**src/rtl/lsu_queue.sv**
```systemverilog
// lsu_queue: in-order load/store queue that issues one access at a time to a RAM port
// and broadcasts load results with their RS tag over the CDB.
module lsu_queue #(
    parameter int DATA_W = 32,
    parameter int ADDR_W = 32,
    parameter int TAG_W = 4,
    parameter int DEPTH = 4,
    parameter int CNT_W = $clog2(DEPTH) + 1
) (
    input  logic              clk,
    input  logic              rst_n,
    input  logic              in_valid,
    output logic              in_ready,
    input  logic              in_op,
    input  logic [DATA_W-1:0] in_base,
    input  logic [DATA_W-1:0] in_offset,
    input  logic [DATA_W-1:0] in_wdata,
    input  logic [TAG_W-1:0]  in_tag,
    output logic              mem_rd,
    output logic              mem_wr,
    output logic [ADDR_W-1:0] mem_addr,
    output logic [DATA_W-1:0] mem_wdata,
    input  logic [DATA_W-1:0] mem_rdata,
    input  logic              mem_done,
    output logic              cdb_req,
    output logic [TAG_W-1:0]  cdb_tag,
    output logic [DATA_W-1:0] cdb_data,
    input  logic              cdb_grant,
    output logic [CNT_W-1:0]  count
);
    localparam int PTR_W = $clog2(DEPTH);

    typedef enum logic [1:0] {IDLE, ISSUE, WAIT, BCAST} state_t;

    state_t            state, stateNext;
    logic [PTR_W-1:0]  wrPtr, rdPtr;
    logic              opQ    [DEPTH];
    logic [ADDR_W-1:0] addrQ  [DEPTH];
    logic [DATA_W-1:0] wdataQ [DEPTH];
    logic [TAG_W-1:0]  tagQ   [DEPTH];
    logic [ADDR_W-1:0] addrHold;
    logic [DATA_W-1:0] wdataHold;
    logic              push, pop;
    logic [CNT_W-1:0]  countNext;

    assign in_ready  = count != CNT_W'(DEPTH);
    assign push      = in_valid && in_ready;
    assign pop       = (state == WAIT && mem_done && !opQ[rdPtr]) || (state == BCAST && cdb_grant);
    assign countNext = count + CNT_W'(push) - CNT_W'(pop);

    assign mem_rd    = state == ISSUE && opQ[rdPtr];
    assign mem_wr    = state == ISSUE && !opQ[rdPtr];
    assign mem_addr  = state == ISSUE ? addrQ[rdPtr] : addrHold;
    assign mem_wdata = state == ISSUE ? wdataQ[rdPtr] : wdataHold;
    assign cdb_req   = state == BCAST;

    // A pop always hands over to the next entry, including one pushed on the same edge.
    always_comb begin
        stateNext = state == IDLE ? (count != '0 ? ISSUE : IDLE)
                  : state == ISSUE ? WAIT
                  : pop ? (countNext != '0 ? ISSUE : IDLE)
                  : state == WAIT && mem_done ? BCAST
                  : state;
    end

    always_ff @(posedge clk) begin
        if (!rst_n) begin
            state     <= IDLE;
            wrPtr     <= '0;
            rdPtr     <= '0;
            count     <= '0;
            addrHold  <= '0;
            wdataHold <= '0;
            cdb_tag   <= '0;
            cdb_data  <= '0;
        end else begin
            state <= stateNext;
            count <= countNext;
            if (push) wrPtr <= wrPtr + PTR_W'(1);
            if (pop) rdPtr <= rdPtr + PTR_W'(1);
            if (state == ISSUE) begin
                addrHold  <= addrQ[rdPtr];
                wdataHold <= wdataQ[rdPtr];
            end
            if (state == WAIT && mem_done && opQ[rdPtr]) begin
                cdb_tag  <= tagQ[rdPtr];
                cdb_data <= mem_rdata;
            end
        end
    end

    always_ff @(posedge clk) begin
        if (rst_n && push) begin
            opQ[wrPtr]    <= in_op;
            addrQ[wrPtr]  <= ADDR_W'(in_base + in_offset);
            wdataQ[wrPtr] <= in_wdata;
            tagQ[wrPtr]   <= in_tag;
        end
    end
endmodule

```
**config.mk**
```make
export PLATFORM = sky130hd
export DESIGN_NAME = lsu_queue
export DESIGN_NICKNAME = d
export VERILOG_FILES = /design/src/rtl/lsu_queue.sv
export SDC_FILE = /design/constraint.sdc
export NUM_CORES = 1
export LEC_CHECK = 0
export ABC_AREA = 1
export BUFFER_PORTS_ARGS = -buffer_cell sky130_fd_sc_hd__clkbuf_2
export CAP_MARGIN = 20
export CELL_PAD_IN_SITES_DETAIL_PLACEMENT = 2
export CELL_PAD_IN_SITES_GLOBAL_PLACEMENT = 2
export CORE_ASPECT_RATIO = 1.5
export CORE_MARGIN = 4
export CORE_UTILIZATION = 32
export CTS_CLUSTER_SIZE = 12
export DETAILED_ROUTE_END_ITERATION = 16
export GPL_TIMING_DRIVEN = 1
export PLACE_DENSITY = 0.78
export SYNTH_ARGS = -nofsm -noshare
export SYNTH_HDL_FRONTEND = slang
export SYNTH_SLANG_ARGS = --single-unit
export TNS_END_PERCENT = 30
```
**constraint.sdc**
```tcl
create_clock -name clk -period 4.15 [get_ports clk]
set_clock_uncertainty 0.1 [all_clocks]
set_input_delay 0.6225 -clock clk [delete_from_list [all_inputs] [get_ports clk]]
set_output_delay 0.6225 -clock clk [all_outputs]
set_load 0.01 [all_outputs]
```
Yosys cells after proc, flatten, opt, wreduce, memory -nomap -nowiden
Memories as Yosys holds them, arrays and structs flattened. A register that Yosys moved wholly into a read port is not among the register bits. Cells that the tools add are included.

Add/sub/neg operators: 5. Eq/ne operators: 4. Mux-type cells: 16. Reduce and logical (&&, ||, !) cells: 15.

Operators with widths (count): 2-to-1 mux 32 bit (2); adder 32 bit (1); 2-to-1 mux 2 bit (10); logical AND 1 bit (8); nonzero test 3 bit (2); adder 2 x 1 -> 2 bit (second input constant) (2); equality test 2 bit (second input constant) (2); 2-to-1 mux 1 bit (4); nonzero test 4 bit (1); adder 3 x 1 -> 3 bit (1); inequality test 3 bit (second input constant) (1); subtractor 3 x 1 -> 3 bit (1); equality test 2 x 1 -> 1 bit (second input constant) (1); zero test 1 bit (2); zero test 2 bit (1); logical OR 1 bit (1).

Bits in registers: 105. Bits in writable memories: 276. Input bits: 138. Output and inout port bits: 107. Word-level logic and storage cells: 51. Memories kept: 4.

Memory list: addrQ (depth 4, width 32, read ports 1, clocked after memory_dff 1, wr ports 1, RTL line 38) `logic [ADDR_W-1:0] addrQ [DEPTH];`; wdataQ (depth 4, width 32, read ports 1, clocked after memory_dff 1, wr ports 1, RTL line 39) `logic [DATA_W-1:0] wdataQ [DEPTH];`; tagQ (depth 4, width 4, read ports 1, clocked after memory_dff 1, wr ports 1, RTL line 40) `logic [TAG_W-1:0] tagQ [DEPTH];`; opQ (depth 4, width 1, read ports 1, clocked after memory_dff 1, wr ports 1, RTL line 37) `logic opQ [DEPTH];`.

Longest topological paths before layout
Depth in word-level cells: 10. Gate-level depth with buffers: 18. Depth with buffers taken out: 17.

Worst setup path after synthesis
Ideal clock, no wire load.

Kind: register -> register. Start point: reg count[1]. End point: mem addrQ[0][0] (enable). Setup time: 0.496 ns. Data arrival time: 3.858 ns. Data required time: 3.554 ns. Slack: -0.305 ns. Cell stages (with the launch flop): 7. Clock period less this slack: 4.455 ns. Cell sequence: dfxtp_1 -> inv_1 -> nand3_1 -> nand2_1 -> inv_1 -> nand2_1 -> nor2_1.

Word-level cells in the longest chain between the ends: 5.

Ends and longest elaborated chain: start, declared (RTL line 29) `output logic [CNT_W-1:0] count`; start signal, assigned (RTL line 78) `count <= countNext;`; inequality test 3 bit (RTL line 46) `assign in_ready = count != CNT_W'(DEPTH);`; named net in_ready (RTL line 13) `output logic in_ready,`; logical AND 1 bit (RTL line 47) `assign push = in_valid && in_ready;`; logical AND 1 bit (RTL line 93) `if (rst_n && push) begin`; 2-to-1 mux 1 bit (RTL line 93); 2-to-1 mux 1 bit (not written as such) (RTL line 95) `addrQ[wrPtr] <= ADDR_W'(in_base + in_offset);`; end, declared (RTL line 38).

The timed path passes the listed nets, and every way through them passes these cells.

==> results_dict.tcl <==
set metrics [dict create \
    grt_overflow 0 \
    ys_ff_latch 387 \
    grt_usage 0.188 \
    post-route-period-util 0.846 \
    final_cells 2688 \
    cts_buffers 39 \
    layout_commonest_cell "nand2_1" \
    post_cts_resized 0 \
    syn_area_per_cell_sq_um 9.62 \
    synth_nets 1929 \
    grt_max_degree 91 \
    syn_to_final_growth_pct 18.3 \
    grt_antenna_before_repair 0 \
    drtIter0Drc 520 \
    final_cell_mix "488 x nand2_1, 276 x edfxtp_1, 244 x clkbuf_2" \
    hold_depth 1 \
    ys_seq_area_frac 0.623 \
    finalPower_uw 10300 \
    viasPerCell 4.98 \
    die_y_um 289 \
    vias 13400 \
    fp.dieW_um 195 \
    nets 2157 \
    final_antenna_net_count 0 \
    clock-sinks 387 \
    gp_congestion 0.783 \
    rr_worst_depth 17 \
    numPlacedInstances 2615 \
    route.detailed.drc 0 \
    io_buffers 244 \
    hold_path_end "wdataQ[0][26]" \
    root_buffer "clkbuf_16" \
    setup_viol_count_final 0 \
    min_period_ns 3.51 \
    cp.required_ns 3.43 \
    routed_wl_um 54700 \
    grt_pass1_wl_um 84000 \
    crit_path_end_kind "output port" \
    synth.distinct_cells 32 \
    yosys_warnings 0 \
    start_kind "flip-flop" \
    dpl.hpwl_um 37900 \
    dieArea_sq_mm 0.0565 \
    ios 245 \
    drive_above_1_share 0.169 \
    hp-start "in_wdata[26]" \
    rows 102 \
    fmax_mhz 285 \
    clock_latency_ns 0.54 \
    r2r_slack_ns 1.21 \
    fin_util 0.384 \
    design.core.area_sq_mm 0.0519 \
    maxSlewViolCount 0 \
    timing.rr.end "state[0]" \
    fillCellCount 5700 \
    clock_path_buffers 3 \
    tightest_slew_ns 0.902 \
    hold_violations 0 \
    synthCells 1753 \
    ir_drop_mv 0.307 \
    drtPass1Iterations 7 \
    maxCapViolations 0 \
    worstPathArrival_ns 2.79 \
    cts_tree "yes" \
    grt_pass1_vias 15000 \
    leakagePower_uw 0.00842 \
    crit_type "flip-flop to output port" \
    htree_levels 2 \
    rsz0062_at_grt "false" \
    start_util 0.325 \
    path_max_fanout 53 \
    clk_pin_slew_ns 0.06 \
    antennaDiodeCount 0 \
    cts_setup_buffers 0 \
    synth.cell_area_sq_mm 0.0169 \
    powerDensity_mw_per_mm2 516 \
    hold_path_class "primary input to flip-flop" \
    status "complete, no violations" \
    wl_per_cell_um 20.4 \
    relSlewSlack 0.398 \
    hold_buffers 0 \
]
cell usage after synthesis:
cell type	count	area, sq um
nand4_1	1	6.26
nor3b_1	1	7.51
xor2_1	15	131
ha_1	36	450
nand2_1	488	1830
o21ai_1	28	140
dfxtp_1	111	2220
o22ai_1	68	425
nor2_1	186	698
nand3_2	9	90.1
buf_8	1	15.0
nor3_1	6	30.0
nand3_1	58	290
a21oi_1	125	626
buf_6	4	45.0
o21ai_0	111	556
clkinv_1	1	3.75
fa_1	2	40.0
edfxtp_1	276	8290
o21bai_1	2	15.0
clkbuf_2	3	15.0
nand2_4	1	11.3
inv_1	137	514
or2_2	1	6.26
clkbuf_1	41	154
nand2_2	2	12.5
inv_2	4	15.0
xnor2_1	2	17.5
a21o_1	2	15.0
buf_4	12	90.1
nor3_2	1	10.0
buf_2	18	90.1
power breakdown:
part           total (uW)  switching [uW]  internal [uW]
sequential           4690             140           4550
clock                3360            1450           1900
combinational        2250            1560            682
stage by stage:
step	hold WS, ns	setup TNS [ns]	worst slack (ns)	cell area, sq um
3_3_place_gp	0.349	0	1.29	18700
3_5_place_dp	0.359	0	1.19	18700
4_1_cts	0.164	0	0.573	19900
5_1_grt	0.174	0	0.435	19900
6_report	0.199	0	0.639	19900
2_1_floorplan	0.351	-84.07	-0.305	16900
routing by layer:
metal,share of wire,vias up,GRT usage
li1,-,6354,-
met1,0.39,6718,0.206
met2,0.56,241,0.380
met3,0.028,63,0.0187
met4,0.024,0,0.0519
met5,0,-,0
worst max-delay path by stage:
stage / startpoint / end / slack, ns / cells after the start
4_1_cts: flip-flop / mem_addr[0] / 0.57 / 7
3_5_place_dp: flip-flop / state[0] / 1.19 / 17
3_3_place_gp: flip-flop / mem_addr[14] / 1.29 / 6
6_report: flip-flop / mem_addr[14] / 0.64 / 6
2_1_floorplan: count[1] / addrQ[0][0] / -0.30 / 6
5_1_grt: flip-flop / mem_addr[14] / 0.43 / 7
registers in the layout (all words and copies together), names as in the netlist, named ones only:
name       cells
count          3
wrPtr          2
cdb_tag        4
rdPtr          2
wdataHold     32
addrHold      32
state          2
tagQ          16
cdb_data      32
opQ            4
addrQ        128
wdataQ       128
final cells by class:
type / count / area (sq um) / share of cell area
clock buffer: 67 / 1120 / 0.0562
clock inverter: 5 / 61.3 / 0.00307
inverter: 142 / 538 / 0.0270
multi-input combinational: 1145 / 5450 / 0.273
sequential: 387 / 10500 / 0.527
tap: 676 / 846 / 0.0424
timing repair buffer: 266 / 1410 / 0.0705
worst max-delay path, stage by stage, from the launching register on:
cell	delay, ns
dfxtp_4	0.72
buf_4	0.55
o21ai_0	0.19
o22ai_1	0.34
nand2_1	0.14
nand2_1	0.11
clkbuf_2	0.13
cells by family (layout without fill, tap and decap cells):
logic type | after synthesis | in the layout | synth area share
XOR/XNOR | 17 | 17 | 0.00883
AND/OR/NAND/NOR | 754 | 754 | 0.178
buffers and inverters | 221 | 480 | 0.0559
AO/OA/AOI/OAI | 336 | 336 | 0.105
flip-flops | 387 | 387 | 0.623
adder cells (fa/ha/maj) | 38 | 38 | 0.0291
Power figures use the tool's default switching activity.
